===== config.mk =====
export PLATFORM = sky130hd
export DESIGN_NAME = add3_stim_gen_flat
export DESIGN_NICKNAME = d
export VERILOG_FILES = /design/src/rtl/add3_stim_gen_if.sv /design/src/rtl/add3_stim_gen.sv /design/src/flat_wrapper.sv
export SDC_FILE = /design/constraint.sdc
export NUM_CORES = 1
export LEC_CHECK = 0
export BUFFER_PORTS_ARGS = -buffer_cell sky130_fd_sc_hd__buf_4
export CAP_MARGIN = 20
export CORE_ASPECT_RATIO = 1.2
export CORE_MARGIN = 2
export CORE_UTILIZATION = 55
export DETAILED_ROUTE_END_ITERATION = 8
export PLACE_DENSITY = 0.8
export SLEW_MARGIN = 20
export SYNTH_ARGS = -nofsm -noshare
export SYNTH_HDL_FRONTEND = slang
export SYNTH_SLANG_ARGS = --single-unit

===== constraint.sdc =====
create_clock -name clk -period 2.23 [get_ports clk]
set_input_delay 0.446 -clock clk [delete_from_list [all_inputs] [get_ports clk]]
set_output_delay 0.446 -clock clk [all_outputs]
set_load 0.02 [all_outputs]

===== src/rtl/add3_stim_gen_if.sv =====
// Handshake and vector bus between the stimulus generator and its controller/adder side.
// The generator uses the master modport; the controller and monitors use the slave modport.
interface add3_stim_gen_if;
  logic       start;
  logic       abort;
  logic [1:0] mode;
  logic [3:0] loops;
  logic       I0;
  logic       I1;
  logic       I2;
  logic [2:0] vec_idx;
  logic       valid;
  logic       busy;
  logic       done;

  modport master (
    input  start, abort, mode, loops,
    output I0, I1, I2, vec_idx, valid, busy, done
  );

  modport slave (
    output start, abort, mode, loops,
    input  I0, I1, I2, vec_idx, valid, busy, done
  );
endinterface


===== src/rtl/add3_stim_gen.sv =====
// Sweeps all eight 3-bit vectors into the 3-input adder in a selectable order,
// holding each for DWELL cycles, for a latched number of passes (0 = free-run).
module add3_stim_gen #(
  parameter int unsigned DWELL = 4,
  parameter int unsigned CNT_W = 8
) (
  input logic              clk,
  input logic              rst,
  add3_stim_gen_if.master  bus
);

  typedef enum logic [1:0] {
    S_IDLE = 2'd0,
    S_RUN  = 2'd1,
    S_DONE = 2'd2
  } state_t;

  localparam logic [CNT_W-1:0] DWELL_LAST = CNT_W'(DWELL - 1);

  state_t           state_q, state_d;
  logic [2:0]       idx_q, idx_d;
  logic [CNT_W-1:0] dwell_q, dwell_d;
  logic [3:0]       pass_q, pass_d;
  logic [1:0]       mode_q, mode_d;
  logic [3:0]       loops_q, loops_d;

  logic [2:0]       vec;
  logic [3:0]       pass_inc;

  assign pass_inc = pass_q + 4'd1;

  // Vector is a pure function of the latched order and the position in the pass.
  always_comb begin
    case (mode_q)
      2'b01:   vec = 3'd7 - idx_q;
      2'b10:   vec = idx_q ^ (idx_q >> 1);
      default: vec = idx_q;
    endcase
  end

  // NOTE: every signal driven here gets its default first, so no path leaves one unassigned and no latch is inferred.
  always_comb begin
    state_d     = state_q;
    idx_d       = idx_q;
    dwell_d     = dwell_q;
    pass_d      = pass_q;
    mode_d      = mode_q;
    loops_d     = loops_q;
    bus.I0      = 1'b0;
    bus.I1      = 1'b0;
    bus.I2      = 1'b0;
    bus.vec_idx = 3'd0;
    bus.valid   = 1'b0;
    bus.busy    = 1'b0;
    bus.done    = 1'b0;

    case (state_q)
      S_IDLE: begin
        if (bus.start && !bus.abort) begin
          state_d = S_RUN;
          mode_d  = bus.mode;
          loops_d = bus.loops;
          idx_d   = 3'd0;
          dwell_d = '0;
          pass_d  = 4'd0;
        end
      end

      S_RUN: begin
        {bus.I2, bus.I1, bus.I0} = vec;
        bus.vec_idx = idx_q;
        bus.valid   = 1'b1;
        bus.busy    = 1'b1;
        // Abort wins over the end-of-sweep boundary, so done never fires on an aborted sweep.
        if (bus.abort) begin
          state_d = S_IDLE;
        end else if (dwell_q == DWELL_LAST) begin
          dwell_d = '0;
          if (idx_q == 3'd7) begin
            if (loops_q != 4'd0 && pass_inc == loops_q) begin
              state_d = S_DONE;
            end else begin
              idx_d  = 3'd0;
              pass_d = pass_inc;
            end
          end else begin
            idx_d = idx_q + 3'd1;
          end
        end else begin
          dwell_d = dwell_q + 1'b1;
        end
      end

      S_DONE: begin
        bus.done = 1'b1;
        state_d  = S_IDLE;
      end

      default: state_d = S_IDLE;
    endcase
  end

  // NOTE: sequential state uses non-blocking assignments so every register samples pre-edge values.
  always_ff @(posedge clk) begin
    if (rst) begin
      state_q <= S_IDLE;
      idx_q   <= 3'd0;
      dwell_q <= '0;
      pass_q  <= 4'd0;
      mode_q  <= 2'd0;
      loops_q <= 4'd0;
    end else begin
      state_q <= state_d;
      idx_q   <= idx_d;
      dwell_q <= dwell_d;
      pass_q  <= pass_d;
      mode_q  <= mode_d;
      loops_q <= loops_d;
    end
  end

endmodule


===== src/flat_wrapper.sv =====
// flat-port wrapper written by rule: the top's interface ports become plain ports
module add3_stim_gen_flat 
#(
  parameter int unsigned DWELL = 4,
  parameter int unsigned CNT_W = 8
)
  (clk, rst, bus_start, bus_abort, bus_mode, bus_loops, bus_I0, bus_I1, bus_I2, bus_vec_idx, bus_valid, bus_busy, bus_done);
  add3_stim_gen_if bus_i ();
  input logic clk;
  input logic rst;
  input wire logic [$bits(bus_i.start)-1:0] bus_start;
  input wire logic [$bits(bus_i.abort)-1:0] bus_abort;
  input wire logic [$bits(bus_i.mode)-1:0] bus_mode;
  input wire logic [$bits(bus_i.loops)-1:0] bus_loops;
  output wire logic [$bits(bus_i.I0)-1:0] bus_I0;
  output wire logic [$bits(bus_i.I1)-1:0] bus_I1;
  output wire logic [$bits(bus_i.I2)-1:0] bus_I2;
  output wire logic [$bits(bus_i.vec_idx)-1:0] bus_vec_idx;
  output wire logic [$bits(bus_i.valid)-1:0] bus_valid;
  output wire logic [$bits(bus_i.busy)-1:0] bus_busy;
  output wire logic [$bits(bus_i.done)-1:0] bus_done;
  assign bus_i.start = bus_start;
  assign bus_i.abort = bus_abort;
  assign bus_i.mode = bus_mode;
  assign bus_i.loops = bus_loops;
  assign bus_I0 = bus_i.I0;
  assign bus_I1 = bus_i.I1;
  assign bus_I2 = bus_i.I2;
  assign bus_vec_idx = bus_i.vec_idx;
  assign bus_valid = bus_i.valid;
  assign bus_busy = bus_i.busy;
  assign bus_done = bus_i.done;
  add3_stim_gen #(.DWELL(DWELL), .CNT_W(CNT_W)) u_core (.clk(clk), .rst(rst), .bus(bus_i));
endmodule

==> results.toml <==
[status]
status = "finished, final reports clean"

[floorplanning]
fp.coreArea_um2 = 2230
ios = 19
fp.dieW_um = 47.7
initial_core_util = 0.564
die_h_um = 56.4
rows = 19
die-area_um2 = 2690

[pwr]
p_leak_nw = 0.599
vdd_drop_max_v = 0.000462
pwr-share-clk = 0.273
seqPwrFrac = 0.591
switching_share = 0.264
power.density_nw_per_um2 = 461
combinationalPowerShare = 0.136
p_sw_mw = 0.189
total_power_mw = 0.717
p_int_mw = 0.528

[setup_path]
r2r-start = "u_core.dwell_q[0]$_SDFFE_PP0P_"
rrSetupSlack_ps = 40
setup.worst_path.end_class = "primary output"
critPathMaxFanout = 6
reg2reg_depth = 7
cp-start-kind = "flip-flop"
crit_arrival_ps = 1740
r2r_end = "u_core.pass_q[2]$_SDFFE_PP0P_"
crit_type = "flip-flop to primary output"
critPathLaunch = "u_core.mode_q[0]$_SDFFE_PP0P_"
critPathRequiredTime_ps = 1780

[timing]
slew_viol_final = 0
rsz0062_at_grt = "true"
hold_violations = 0
relSlewSlack = 0.730
whs_ps = 349
setup_slack_ps = 41.8
min_period_ps = 2190
setup_viol = 0
fmax_mhz = 457
timing.final.crit_share = 0.981
skew_ps = 2.21
worstMarginPinSlew_ps = 400

[clock_tree]
cts_buffer_depth = 2
htree_levels = 1
cts_tree = "done"
cts.clk_slew.worst_paths_ps = 120
cts.sinks = 23
clk_latency_ps = 320
cts_buffers = 3
cts_root_buf = "clkbuf_4"

[detailed_routing]
vias = 1168
drcViolationCount = 0
wirelength_um = 2760
firstDrtPassIters = 4
viasPerCell = 5.67
ant_nets = 0
drtIter0Drc = 42
wl_per_cell_um = 13.4

[logic_synthesis]
ys_types = 42
synth-seq-cells = 23
ys_seq_area_frac = 0.365
netlist_area_um2 = 1260
ys.warnings.count = 0
syn_nets = 164
syn-instance-count = 148
avgSynthCellArea_um2 = 8.51

[hold_path]
min_from = "bus_mode[0]"
whs_path_depth = 3
hold_class = "primary input to flip-flop"
worstHoldEndpoint = "u_core.mode_q[0]$_SDFFE_PP0P_"

[place]
gp_congestion = 0.797
place_ws_ps = 71.1
dp_hpwl_um = 1980
port-buffer-count = 18

[grt]
overflow = 0
grt_pass1_vias = 1030
grtUsageTotal = 0.215
antenna_found_initial = 0
grt_max_degree = 14
grt_pass1_wl_um = 4150

[final_layout]
diodes = 0
syn_to_final_growth_pct = 23.3
drive_gt1_frac = 0.280
finalNetCount = 192
n_fill_cell = 201

[job]
maxCapViolCount = 0
[routing by layer]
metal	routed length, um	share of wire	track usage	vias to the layer above
met4	63	0.023	0.108	0
met3	82	0.030	0.0418	7
li1	-	-	-	581
met2	1480	0.54	0.360	27
met1	1130	0.41	0.242	553
met5	0	0	0	-
[final cells by class]
type | count | area, um^2 | share of cell area
clock buffers | 3 | 22.5 | 0.0145
clock inverters | 1 | 5.00 | 0.00322
inverters | 6 | 22.5 | 0.0145
multi-input cells | 115 | 796 | 0.512
flip-flops and latches | 23 | 467 | 0.300
well taps | 31 | 38.8 | 0.0250
repair buffers | 27 | 203 | 0.130
[critical path, stage by stage (launching register included)]
cell,delay [ps]
dfxtp_2,350
inv_1,60
ha_4,260
or3b_2,440
a21oi_1,160
buf_4,160
[Yosys cell counts (all sizes together)]
cell | count | share of area
dfxtp | 23 | 0.37
nand2 | 23 | 0.071
nor2 | 15 | 0.045
a21oi | 12 | 0.051
ha | 6 | 0.060
inv | 6 | 0.018
o21ai | 5 | 0.029
xnor2 | 5 | 0.035
xor2 | 5 | 0.035
nand4 | 4 | 0.025
nor3 | 4 | 0.016
a211oi | 3 | 0.018
and2 | 3 | 0.015
mux2 | 3 | 0.027
or3 | 3 | 0.015
buf | 2 | 0.0099
clkbuf | 2 | 0.0060
mux2i | 2 | 0.016
nand3 | 2 | 0.0079
nor2b | 2 | 0.0099
nor4 | 2 | 0.022
nor4b | 2 | 0.014
o22ai | 2 | 0.0099
or4b | 2 | 0.019
a221oi | 1 | 0.0070
a22o | 1 | 0.0070
a22oi | 1 | 0.0060
a31oi | 1 | 0.0050
nand2b | 1 | 0.0050
o21bai | 1 | 0.0060
o311a | 1 | 0.0079
o32ai | 1 | 0.0070
or3b | 1 | 0.0070
or4 | 1 | 0.0060
[state kept, by name (all words and copies together), names as in the netlist]
| register | count |
|---|---|
| u_core.dwell_q | 8 |
| u_core.loops_q | 4 |
| u_core.pass_q | 4 |
| u_core.idx_q | 3 |
| u_core.mode_q | 2 |
| u_core.state_q | 2 |
[cells by family (layout without fill, tap and decap cells)]
family,Yosys count,after routing,share of synthesized area
and+or+nand+nor,65,65,0.276
AOI/OAI and AO/OA,29,29,0.153
DFF,23,23,0.365
xor gates and xnor gates,10,10,0.0695
buffers and inverters,10,37,0.0338
adders and majority gates,6,6,0.0596
muxes,5,5,0.0427
[worst max path at each step]
| stage | to | cells after the start |
|---|---|---|
| after floorplan | u_core.pass_q[2]$_SDFFE_PP0P_ | 7 |
| after global placement | u_core.pass_q[2]$_SDFFE_PP0P_ | 7 |
| after detailed placement | u_core.pass_q[2]$_SDFFE_PP0P_ | 7 |
| after CTS | bus_I2 | 5 |
| after global routing | bus_I2 | 5 |
| final | bus_I2 | 5 |
[cells in the final DEF (no fill, tap or decap), types with 3 or more instances in the layout]
master	synthesis	layout
buf_4	1	27
nand2_1	22	22
dfxtp_1	23	20
nor2_1	15	15
a21oi_1	11	11
inv_1	6	6
xor2_1	5	5
xnor2_1	5	5
nor3_1	4	4
ha_1	6	4
and2_1	3	3
o21ai_0	3	3
or3_1	3	3
mux2_2	3	3
nand4_1	3	3
clkbuf_4	0	3
[power groups by stage]
stage | sequential (mW) | combinational (mW) | clock, mW
floorplan | 0.432 | 0.0569 | 0
finish | 0.424 | 0.0975 | 0.196
global route | 0.425 | 0.107 | 0.219
global placement | 0.433 | 0.0866 | 0
detailed placement | 0.433 | 0.0887 | 0
CTS | 0.424 | 0.0918 | 0.201
[per-stage QoR]
step / instances / area [um^2] / TNS (ps) / util
4_1_cts: 201 / 1490 / 0 / 0.665
3_5_place_dp: 197 / 1440 / 0 / 0.646
5_1_grt: 206 / 1550 / -118 / 0.695
6_report: 206 / 1550 / 0 / 0.695
3_3_place_gp: 197 / 1440 / 0 / 0.646
2_1_floorplan: 148 / 1260 / 0 / -
[repair_timing]
action                                 4_1_cts  5_1_grt
pin swaps                                    0        4
endpoints found under the hold margin        0        0
hold buffers                                 0        0
setup endpoints to repair                    1        4
resized for setup                            2        8
buffers inserted                             0        5
Note: power is estimated with default switching activity, not from simulation.
